**config.mk**
```make
export PLATFORM = sky130hd
export DESIGN_NAME = mcpu_sequencer
export DESIGN_NICKNAME = d
export VERILOG_FILES = /design/src/rtl/mcpu_sequencer.sv
export SDC_FILE = /design/constraint.sdc
export NUM_CORES = 1
export LEC_CHECK = 0
export BUFFER_PORTS_ARGS = -buffer_cell sky130_fd_sc_hd__buf_2
export CORE_UTILIZATION = 36
export DETAILED_ROUTE_END_ITERATION = 8
export MAX_ROUTING_LAYER = met4
export PLACE_DENSITY_LB_ADDON = 0.3
export SETUP_SLACK_MARGIN = 0.02
export SKIP_LAST_GASP = 1
export SLEW_MARGIN = 10
export SYNTH_ARGS = -nofsm -noshare
export SYNTH_HDL_FRONTEND = slang
export SYNTH_SLANG_ARGS = --single-unit
```
**constraint.sdc**
```tcl
create_clock -name clk -period 2 [get_ports clk]
set_input_delay 0.2 -clock clk [delete_from_list [all_inputs] [get_ports clk]]
set_output_delay 0.2 -clock clk [all_outputs]
set_load 0.03 [all_outputs]
```
**src/rtl/mcpu_sequencer.sv**
```systemverilog
// mcpu_sequencer: multi-cycle MCPU control FSM; define MCPU_SEQ_PERFCNT_EN to build the retired/stalls counters.
// Controls decode combinationally from the current state; memory states stall on mem_ready or for MEM_LAT cycles.
module mcpu_sequencer #(
  parameter int MEM_LAT     = 1,
  parameter int MEM_TIMEOUT = 16,
  parameter int CNT_W       = 32
) (
  input  logic             clk,
  input  logic             reset,
  input  logic [31:0]      instr,
  input  logic             zero,
  input  logic             mem_ready,
  output logic             mem_req,
  output logic             mem_we,
  output logic             pc_we,
  output logic             ir_we,
  output logic             a_we,
  output logic             b_we,
  output logic             ben_we,
  output logic             reg_we,
  output logic             memin,
  output logic [1:0]       dst,
  output logic [1:0]       regin,
  output logic [1:0]       alusrca,
  output logic [1:0]       alusrcb,
  output logic [2:0]       aluop,
  output logic [1:0]       pcsrc,
  output logic [3:0]       state,
  output logic             halted,
  output logic [CNT_W-1:0] retired,
  output logic [CNT_W-1:0] stalls
);

  typedef enum logic [3:0] {
    S_FETCH    = 4'd0,
    S_DECODE   = 4'd1,
    S_EXEC_R   = 4'd2,
    S_EXEC_I   = 4'd3,
    S_MEM_ADDR = 4'd4,
    S_MEM_RD   = 4'd5,
    S_MEM_WB   = 4'd6,
    S_MEM_WR   = 4'd7,
    S_ALU_WB   = 4'd8,
    S_BRANCH   = 4'd9,
    S_JUMP     = 4'd10,
    S_JAL      = 4'd11,
    S_JR       = 4'd12,
    S_FAULT    = 4'd15
  } state_t;

  localparam logic [5:0] OP_RTYPE = 6'h00;
  localparam logic [5:0] OP_J     = 6'h02;
  localparam logic [5:0] OP_JAL   = 6'h03;
  localparam logic [5:0] OP_BEQ   = 6'h04;
  localparam logic [5:0] OP_BNE   = 6'h05;
  localparam logic [5:0] OP_ADDI  = 6'h08;
  localparam logic [5:0] OP_XORI  = 6'h0E;
  localparam logic [5:0] OP_LW    = 6'h23;
  localparam logic [5:0] OP_SW    = 6'h2B;
  localparam logic [5:0] FN_ADD   = 6'h20;
  localparam logic [5:0] FN_SUB   = 6'h22;
  localparam logic [5:0] FN_SLT   = 6'h2A;
  localparam logic [5:0] FN_JR    = 6'h08;

  localparam logic [2:0] ALU_ADD = 3'd0;
  localparam logic [2:0] ALU_SUB = 3'd1;
  localparam logic [2:0] ALU_XOR = 3'd2;
  localparam logic [2:0] ALU_SLT = 3'd3;

  // Wait counter must hold both the fixed latency and the timeout threshold.
  localparam int WMAX   = (MEM_LAT > MEM_TIMEOUT) ? MEM_LAT : MEM_TIMEOUT;
  localparam int WC_W   = $clog2(WMAX + 2);
  localparam int LAT_M1 = (MEM_LAT > 0) ? MEM_LAT - 1 : 0;
  localparam int TO_M1  = (MEM_TIMEOUT > 0) ? MEM_TIMEOUT - 1 : 0;

  state_t          cur;
  state_t          nxt;
  state_t          dispatch;
  logic [WC_W-1:0] wait_cnt;
  logic            is_mem;
  logic            done;
  logic            timeout_hit;
  logic [5:0]      op;
  logic [5:0]      funct;
  logic            instr_unused;

  assign op           = instr[31:26];
  assign funct        = instr[5:0];
  assign instr_unused = ^instr[25:6];
  assign state        = cur;
  assign is_mem       = (cur == S_FETCH) || (cur == S_MEM_RD) || (cur == S_MEM_WR);

  always_comb begin
    done        = 1'b0;
    timeout_hit = 1'b0;
    if (MEM_LAT == 0) begin
      done = is_mem && !reset && mem_ready;
      if (MEM_TIMEOUT != 0)
        timeout_hit = is_mem && !done && (wait_cnt == WC_W'(TO_M1));
    end else begin
      done = is_mem && !reset && (wait_cnt == WC_W'(LAT_M1));
    end
  end

  always_comb begin
    dispatch = S_FAULT;
    case (op)
      OP_RTYPE: begin
        if (funct == FN_ADD || funct == FN_SUB || funct == FN_SLT) dispatch = S_EXEC_R;
        else if (funct == FN_JR)                                    dispatch = S_JR;
      end
      OP_ADDI, OP_XORI: dispatch = S_EXEC_I;
      OP_LW, OP_SW:     dispatch = S_MEM_ADDR;
      OP_BEQ, OP_BNE:   dispatch = S_BRANCH;
      OP_J:             dispatch = S_JUMP;
      OP_JAL:           dispatch = S_JAL;
      default:          dispatch = S_FAULT;
    endcase
  end

  always_comb begin
    nxt = cur;
    case (cur)
      S_FETCH:    nxt = done ? S_DECODE : S_FETCH;
      S_DECODE:   nxt = dispatch;
      S_EXEC_R:   nxt = S_ALU_WB;
      S_EXEC_I:   nxt = S_ALU_WB;
      S_MEM_ADDR: nxt = (op == OP_LW) ? S_MEM_RD : S_MEM_WR;
      S_MEM_RD:   nxt = done ? S_MEM_WB : S_MEM_RD;
      S_MEM_WR:   nxt = done ? S_FETCH : S_MEM_WR;
      S_MEM_WB, S_ALU_WB, S_BRANCH, S_JUMP, S_JAL, S_JR: nxt = S_FETCH;
      default:    nxt = S_FAULT;
    endcase
    if (timeout_hit) nxt = S_FAULT;
  end

  always_ff @(posedge clk) begin
    if (reset) begin
      cur      <= S_FETCH;
      halted   <= 1'b0;
      wait_cnt <= '0;
    end else begin
      cur <= nxt;
      if (nxt == S_FAULT) halted <= 1'b1;
      if (!is_mem || done || nxt == S_FAULT) wait_cnt <= '0;
      else                                   wait_cnt <= wait_cnt + WC_W'(1);
    end
  end

  always_comb begin
    mem_req = 1'b0;
    mem_we  = 1'b0;
    pc_we   = 1'b0;
    ir_we   = 1'b0;
    a_we    = 1'b0;
    b_we    = 1'b0;
    ben_we  = 1'b0;
    reg_we  = 1'b0;
    memin   = 1'b0;
    dst     = 2'd0;
    regin   = 2'd0;
    alusrca = 2'd0;
    alusrcb = 2'd0;
    aluop   = ALU_ADD;
    pcsrc   = 2'd0;
    case (cur)
      S_FETCH: begin
        mem_req = 1'b1;
        alusrcb = 2'd3;
        if (done) begin
          ir_we = 1'b1;
          pc_we = 1'b1;
          pcsrc = 2'd2;
        end
      end
      S_DECODE: begin
        a_we   = 1'b1;
        b_we   = 1'b1;
        ben_we = 1'b1;
      end
      S_EXEC_R: begin
        alusrca = 2'd1;
        alusrcb = 2'd2;
        if (funct == FN_SUB)      aluop = ALU_SUB;
        else if (funct == FN_SLT) aluop = ALU_SLT;
      end
      S_EXEC_I: begin
        alusrca = 2'd1;
        alusrcb = 2'd1;
        if (op == OP_XORI) aluop = ALU_XOR;
      end
      S_ALU_WB: begin
        reg_we = 1'b1;
        regin  = 2'd1;
        dst    = (op == OP_RTYPE) ? 2'd0 : 2'd1;
      end
      S_MEM_ADDR: begin
        alusrca = 2'd1;
        alusrcb = 2'd1;
      end
      S_MEM_RD: begin
        mem_req = 1'b1;
        memin   = 1'b1;
      end
      S_MEM_WB: begin
        reg_we = 1'b1;
        dst    = 2'd1;
      end
      S_MEM_WR: begin
        mem_req = 1'b1;
        memin   = 1'b1;
        mem_we  = done;
      end
      S_BRANCH: begin
        alusrca = 2'd1;
        alusrcb = 2'd2;
        aluop   = ALU_SUB;
        pc_we   = zero ^ (op == OP_BNE);
      end
      S_JUMP: begin
        pc_we = 1'b1;
        pcsrc = 2'd1;
      end
      S_JAL: begin
        pc_we  = 1'b1;
        pcsrc  = 2'd1;
        reg_we = 1'b1;
        dst    = 2'd2;
        regin  = 2'd2;
      end
      S_JR: begin
        pc_we = 1'b1;
        pcsrc = 2'd3;
      end
      default: ;
    endcase
    // Reset aborts any access in flight: no write may leak out of it.
    if (reset) begin
      mem_req = 1'b0;
      mem_we  = 1'b0;
      pc_we   = 1'b0;
      ir_we   = 1'b0;
      a_we    = 1'b0;
      b_we    = 1'b0;
      ben_we  = 1'b0;
      reg_we  = 1'b0;
    end
  end

`ifdef MCPU_SEQ_PERFCNT_EN
  logic [CNT_W-1:0] ret_q;
  logic [CNT_W-1:0] stall_q;

  always_ff @(posedge clk) begin
    if (reset) begin
      ret_q   <= '0;
      stall_q <= '0;
    end else begin
      if (nxt == S_FETCH && cur != S_FETCH) ret_q <= ret_q + CNT_W'(1);
      if (is_mem && !done)                  stall_q <= stall_q + CNT_W'(1);
    end
  end

  assign retired = ret_q;
  assign stalls  = stall_q;
`else
  assign retired = '0;
  assign stalls  = '0;
`endif

endmodule

```
==> metrics.cfg, run 1 <==
[run_status]
status=finished, violations left
violations=setup timing

[sta]
hold_viol_final=0
skew_ns=0.001027
fin_ws_ns=-0.1581
fin_tns_setup_ns=-0.7212
period_needed_ns=2.158
fmax_mhz=463.4
rsz0062_at_grt=true
finalSetupViolCount=7
final_max_slew_viol_count=0
fin_crit_sh_pct=107.9

[logic_synthesis]
syn_avg_cell_area_sq_um=7.092
synth_seq_area_share_pct=13.01
synth_edf_count=0
syn_area_sq_mm=0.001539
yosys_register_bits=10
async_flop_share_pct=0
syn_inst=217
yosysWarnings=0
ys_types=48
yosys_most_used_dff=dfxtp_1

[cells_and_area]
num_antenna_cells=0
syn_to_final_growth_pct=16.34
drive_above_1_share_pct=33.21
nets=304
fin_util_pct=44.13
nFillCells=448

[pwr]
power_w=0.002448
leakage_nw=0.9155
ir_drop_mv=0.5514
p_per_area_mw_per_mm2=1367

[global_route]
grt_max_degree=21
track_usage_pct=15.03
grt_pass1_wl_mm=5.050
grt-ovfl-total=0
grt_pass1_vias=1139
grt_antenna_before_repair=0

[floorplanning]
die_area_sq_mm=0.004540
die_h_microns=67.38
die_w_microns=67.38
core_sq_mm=0.004058
fp-row-count=23
ios=127
initial_utilization_pct=37.93

[worst_setup_path]
cp.required_ns=1.80
cp_cell_sequence=inv_2, ha_1, or4b_4, a2111o_1, nor3_4, o21a_4, buf_6
slowest_delay_ns=0.45
cp_top_family=simple AND/OR/NAND/NOR gates
setup.worst_path.class=flip-flop to output pin
cp-start-kind=flip-flop
critical_path_depth=7
arrival_ns=1.96
cp-end-kind=output pin
reg2reg_depth=9
critPathMaxFanout=2
slowest_stage=or4b_4
critPathBufInv=2

[place]
finalWeightedCongestion=0.8011
place_hpwl_mm=2.458
io_buffers=39

[min_path]
min_path_type=input port to flip-flop
hold_path_depth=2

[clocking]
clock_latency_ns=0.24
cts_tree=yes
cts_buffers=3
clock_sinks=10
hold_buffers=0
htree_num_levels=1
cts_root_buffer=clkbuf_8
path_clk_slew_ns=0.05
clk_path_buf_depth=2

[detailed_routing]
drtAntennaViolNets=0
vias_per_cell=4.365
vias=1375
drc=0
route.detailed.wl_per_inst_microns=9.921
drt-initial-drc-count=63
routed_wirelength_mm=3.125
first_pass_iters=4

[job]
cap_violations=0

## cells in the mapped netlist, types with 3 or more instances
cell,instances,share of area [%]
buf_4,69,34
nor2_1,20,4.9
nand2_1,13,3.2
dfxtp_1,10,13
nor3_1,9,2.9
a21oi_1,8,2.6
inv_1,8,2.0
o21ai_0,7,2.3
clkbuf_1,6,1.5
nor2b_1,5,2.0
buf_2,4,1.3
nand2b_1,4,1.6
xnor2_1,4,2.3
nand3_1,3,0.98
nand4_1,3,1.2
nor3b_1,3,1.5
or3_1,3,1.2
## placed cells by master (no fill, tap or decap), types with 3 or more instances in the layout
cell      netlist  final
nand2b_1        4      3
nor3_1          9      6
nand3_1         3      3
inv_1           8      7
buf_6           0      4
or3_1           3      3
nand4_1         3      3
buf_2           4     35
dfxtp_1        10      8
o21ai_0         7      4
nand2_1        13     13
buf_4          69     20
nor2b_1         5      5
clkbuf_8        0      4
nor2_1         20     18
conb_1          1     66
o21ai_1         0      3
a21oi_1         8      7
xnor2_1         4      3
## final timing paths
path	start	end	slack (ns)
hold reg to reg	halted	halted	0.48
setup / recovery	wait_cnt[0]	pcsrc[1]	-0.16
hold / removal	reset	state[2]	0.32
setup reg to reg	wait_cnt[0]	halted	-0.14
## cells by family after synthesis
group,Yosys count,share of synthesized area [%]
buffers and inverters,88,38.62
and+or+nand+nor,74,26.02
AOI/OAI and AO/OA,34,15.77
DFF,10,13.01
xor gates and xnor gates,6,3.415
adders and majority gates,2,1.626
muxes,2,1.301
other,1,0.2437
## repair_timing
item | in CTS | in global routing
setup buffers | 1 | 0
endpoints found under the setup margin | 8 | 11
gates cloned | 0 | 0
gates resized for setup | 12 | 6
pin swaps | 4 | 3
## flip-flops by register name (all words and copies together), names as in the netlist
register,cells
wait_cnt,5
state,4
halted,1
## power by group
group | leakage [nW] | internal (W) | switching (W)
Clock | 0.0288 | 0.000174 | 0.0000855
Sequential | 0.0822 | 0.000242 | 0.0000397
Combinational | 0.805 | 0.000660 | 0.00125
## final cells by class
class                           instances  area [sq um]  area share, %
Multi-Input combinational cell        184          1070          59.75
Timing Repair Buffer                   59         370.4          20.68
Clock buffer                            4         55.05          3.075
Inverter                                8         30.03          1.677
Tap cell                               50         62.56          3.494
Sequential cell                        10         202.7          11.32
## stage by stage
stage               cells  hold slack [ns]  cell area (sq um)  setup WS, ns
floorplan             282           0.4070               1827       -0.2753
global placement      310           0.4495               1662       -0.1346
detailed placement    310           0.4479               1662       -0.1087
CTS                   315           0.2994               1765       -0.1853
global route          315           0.3391               1790       -0.2419
finish                315           0.3157               1790       -0.1581
## routing by layer
layer / part of all wire [%] / track usage (%)
met5: 0 / -
met4: 1.7 / 6.383
met3: 5.5 / 1.182
met2: 47 / 23.63
met1: 46 / 19.62
Note: power is estimated with default switching activity, not from simulation.
==> inputs of run 2 (changes only) <==
Settings changed: CORE_UTILIZATION 36 to 39, CTS_CLUSTER_SIZE set to 40.
Clock period 2 ns to 2.15 ns, I/O delays scaled along.
==> run 2 against run 1 <==
Compared with the run above: critical endpoint unchanged; critical path depth stayed put; clock-buffer cell count is 1 lower; core utilization is 2.6 points higher; the flow still finishes with violations (setup timing); sequential power is 2% lower.
==> metrics.cfg, run 2 (synthesis results as in run 1) <==
[run_status]
status=finished, violations left
violations=setup timing

[sta]
fin_ws_ns=-0.07623  ; +0.08185 ns
fmax_mhz=449.2
rsz0062_at_grt=true
finalSetupViolCount=4  ; -3
period_needed_ns=2.226
fin_tns_setup_ns=-0.2221  ; +0.4992 ns
final_max_slew_viol_count=0  ; unchanged
skew_ns=0.0004190  ; -0.0006078 ns
hold_viol_final=0  ; unchanged
fin_crit_sh_pct=103.5

[floorplanning]
fp-row-count=22  ; -4.3%
ios=127  ; unchanged
die_area_sq_mm=0.004201  ; -7.5%
die_w_microns=64.82  ; -3.8%
initial_utilization_pct=41.41  ; +3.5 points
die_h_microns=64.82  ; -3.8%
core_sq_mm=0.003716  ; -8.4%

[pwr]
p_per_area_mw_per_mm2=1238  ; -9.5%
leakage_nw=0.8762  ; -4.3%
ir_drop_mv=0.6319  ; +15%

[cells_and_area]
final_common_cell=conb_1
fin_util_pct=46.77  ; +2.6 points
finalNonFillerCells=307  ; -2.5%
nets=299  ; -1.6%
nFillCells=401  ; -10%
top_register=wait_cnt
stdcell_area_sq_mm=0.001738  ; -2.9%
largest_reg_flops=5  ; unchanged
num_antenna_cells=0  ; unchanged
mostFrequentLayoutCells=66 x conb_1, 35 x buf_2, 20 x nor2_1, 13 x nand2_1, 13 x buf_4
syn_to_final_growth_pct=12.93
drive_above_1_share_pct=31.27  ; -1.9 points

[global_route]
grt_pass1_vias=1079  ; -5.3%
grt_antenna_before_repair=0  ; unchanged
grt_pass1_wl_mm=4.885  ; -3.3%
grt_max_degree=21  ; unchanged
track_usage_pct=15.27  ; +0.25 points
grt-ovfl-total=0  ; unchanged

[clocking]
cts_buffers=3  ; unchanged
htree_num_levels=1  ; unchanged
hold_buffers=0  ; unchanged
path_clk_slew_ns=0.04  ; about the same
clock_sinks=10  ; unchanged
clock_latency_ns=0.23  ; about the same
cts_tree=yes
cts_root_buffer=clkbuf_8
clk_path_buf_depth=2  ; unchanged

[detailed_routing]
highest_layer=met4
vias_per_cell=4.479  ; +2.6%
drt-initial-drc-count=71  ; +13%
route.detailed.wl_per_inst_microns=10.27  ; +3.6%
drt-met1-wl_mm=1.473  ; +2.7%
drtAntennaViolNets=0  ; unchanged
vias=1375  ; unchanged
routed_wirelength_mm=3.154  ; +0.93%
drc=0  ; unchanged
first_pass_iters=4  ; unchanged
dr_wl_met3_microns=235  ; +37%
wl_met2_mm=1.410  ; -3.7%

[worst_setup_path]
setup.worst_path.class=flip-flop to output pin
r2r_start=wait_cnt[0]
cp.required_ns=1.93  ; +0.13 ns
reg2reg_depth=9  ; unchanged
arrival_ns=2.01  ; +0.05 ns
cp-start-kind=flip-flop
critPathMaxFanout=2  ; unchanged
cp-end-kind=output pin
r2r_end=halted
reg2reg_slack_ns=0  ; +0.14 ns

[job]
cap_violations=0  ; unchanged

[place]
finalWeightedCongestion=0.8332  ; +4.0%
dpl_cell_area_sq_mm=0.001594  ; -4.1%
place_hpwl_mm=2.451  ; -0.32%
io_buffers=39  ; unchanged
place_inst=301  ; -2.9%

[min_path]
min_path_type=input port to flip-flop
min_from=reset
hold_end=state[2]
hold_path_depth=2  ; unchanged

==> run 2: cell types whose count changed in the layout (fill, tap and decap cells not counted), sizes merged <==
cell    delta
buf        -5
clkbuf     -1
==> run 2: final cells by class <==
cell class	count	area, sq um	area share (%)
clock buffers	3	41.29	2.376
inverters	8	30.03	1.728
well taps	48	60.06	3.456
repair buffers	54	340.3	19.58
multi-input cells	184	1061	61.05
flip-flops and latches	10	205.2	11.81
==> run 2: worst max-delay path by stage <==
stage               depth (start not counted)  slack, ns         from  endpoint
floorplan                                   5      -0.11     state[3]    reg_we
global placement                            7       0.01    instr[29]     pc_we
detailed placement                          7       0.02    instr[29]     pc_we
CTS                                         7      -0.15  wait_cnt[0]    mem_we
global route                                7      -0.15  wait_cnt[0]    mem_we
finish                                      7      -0.08  wait_cnt[0]  pcsrc[1]
==> run 2: power breakdown <==
part	total, W	internal, W	switching (W)
registers	0.000276	0.000228	0.0000478
logic	0.00169	0.000568	0.00112
clock network	0.000184	0.000122	0.0000622
==> run 2: routing by layer <==
metal  track usage [%]  up-vias
met4             5.833        0
met2             23.83       72
met5                 -        -
met3             1.585        4
li1                  -      686
met1             20.15      613
==> run 2: metrics by stage <==
step	hold slack, ns	power [W]	setup WS, ns
3_5_place_dp	0.4505	0.001819	0.02446
4_1_cts	0.3224	0.002076	-0.1488
6_report	0.3378	0.002151	-0.07623
2_1_floorplan	0.4070	0.001581	-0.1093
3_3_place_gp	0.4455	0.001816	0.01403
5_1_grt	0.3438	0.002306	-0.1537
==> run 2: timing repair <==
action / in CTS / in global routing
pin swaps: 3 / 4
gates resized for setup: 10 / 13
setup buffers: 2 / 1
setup endpoints to repair: 4 / 10
hold endpoints to repair: 0 / 0
==> run 2: critical path, cell delays in order, from the launching register on <==
cell	delay, ns
dfxtp_2	0.32
inv_2	0.06
ha_4	0.12
or4b_4	0.45
a2111o_1	0.43
nor3_4	0.15
o21a_4	0.14
buf_6	0.12
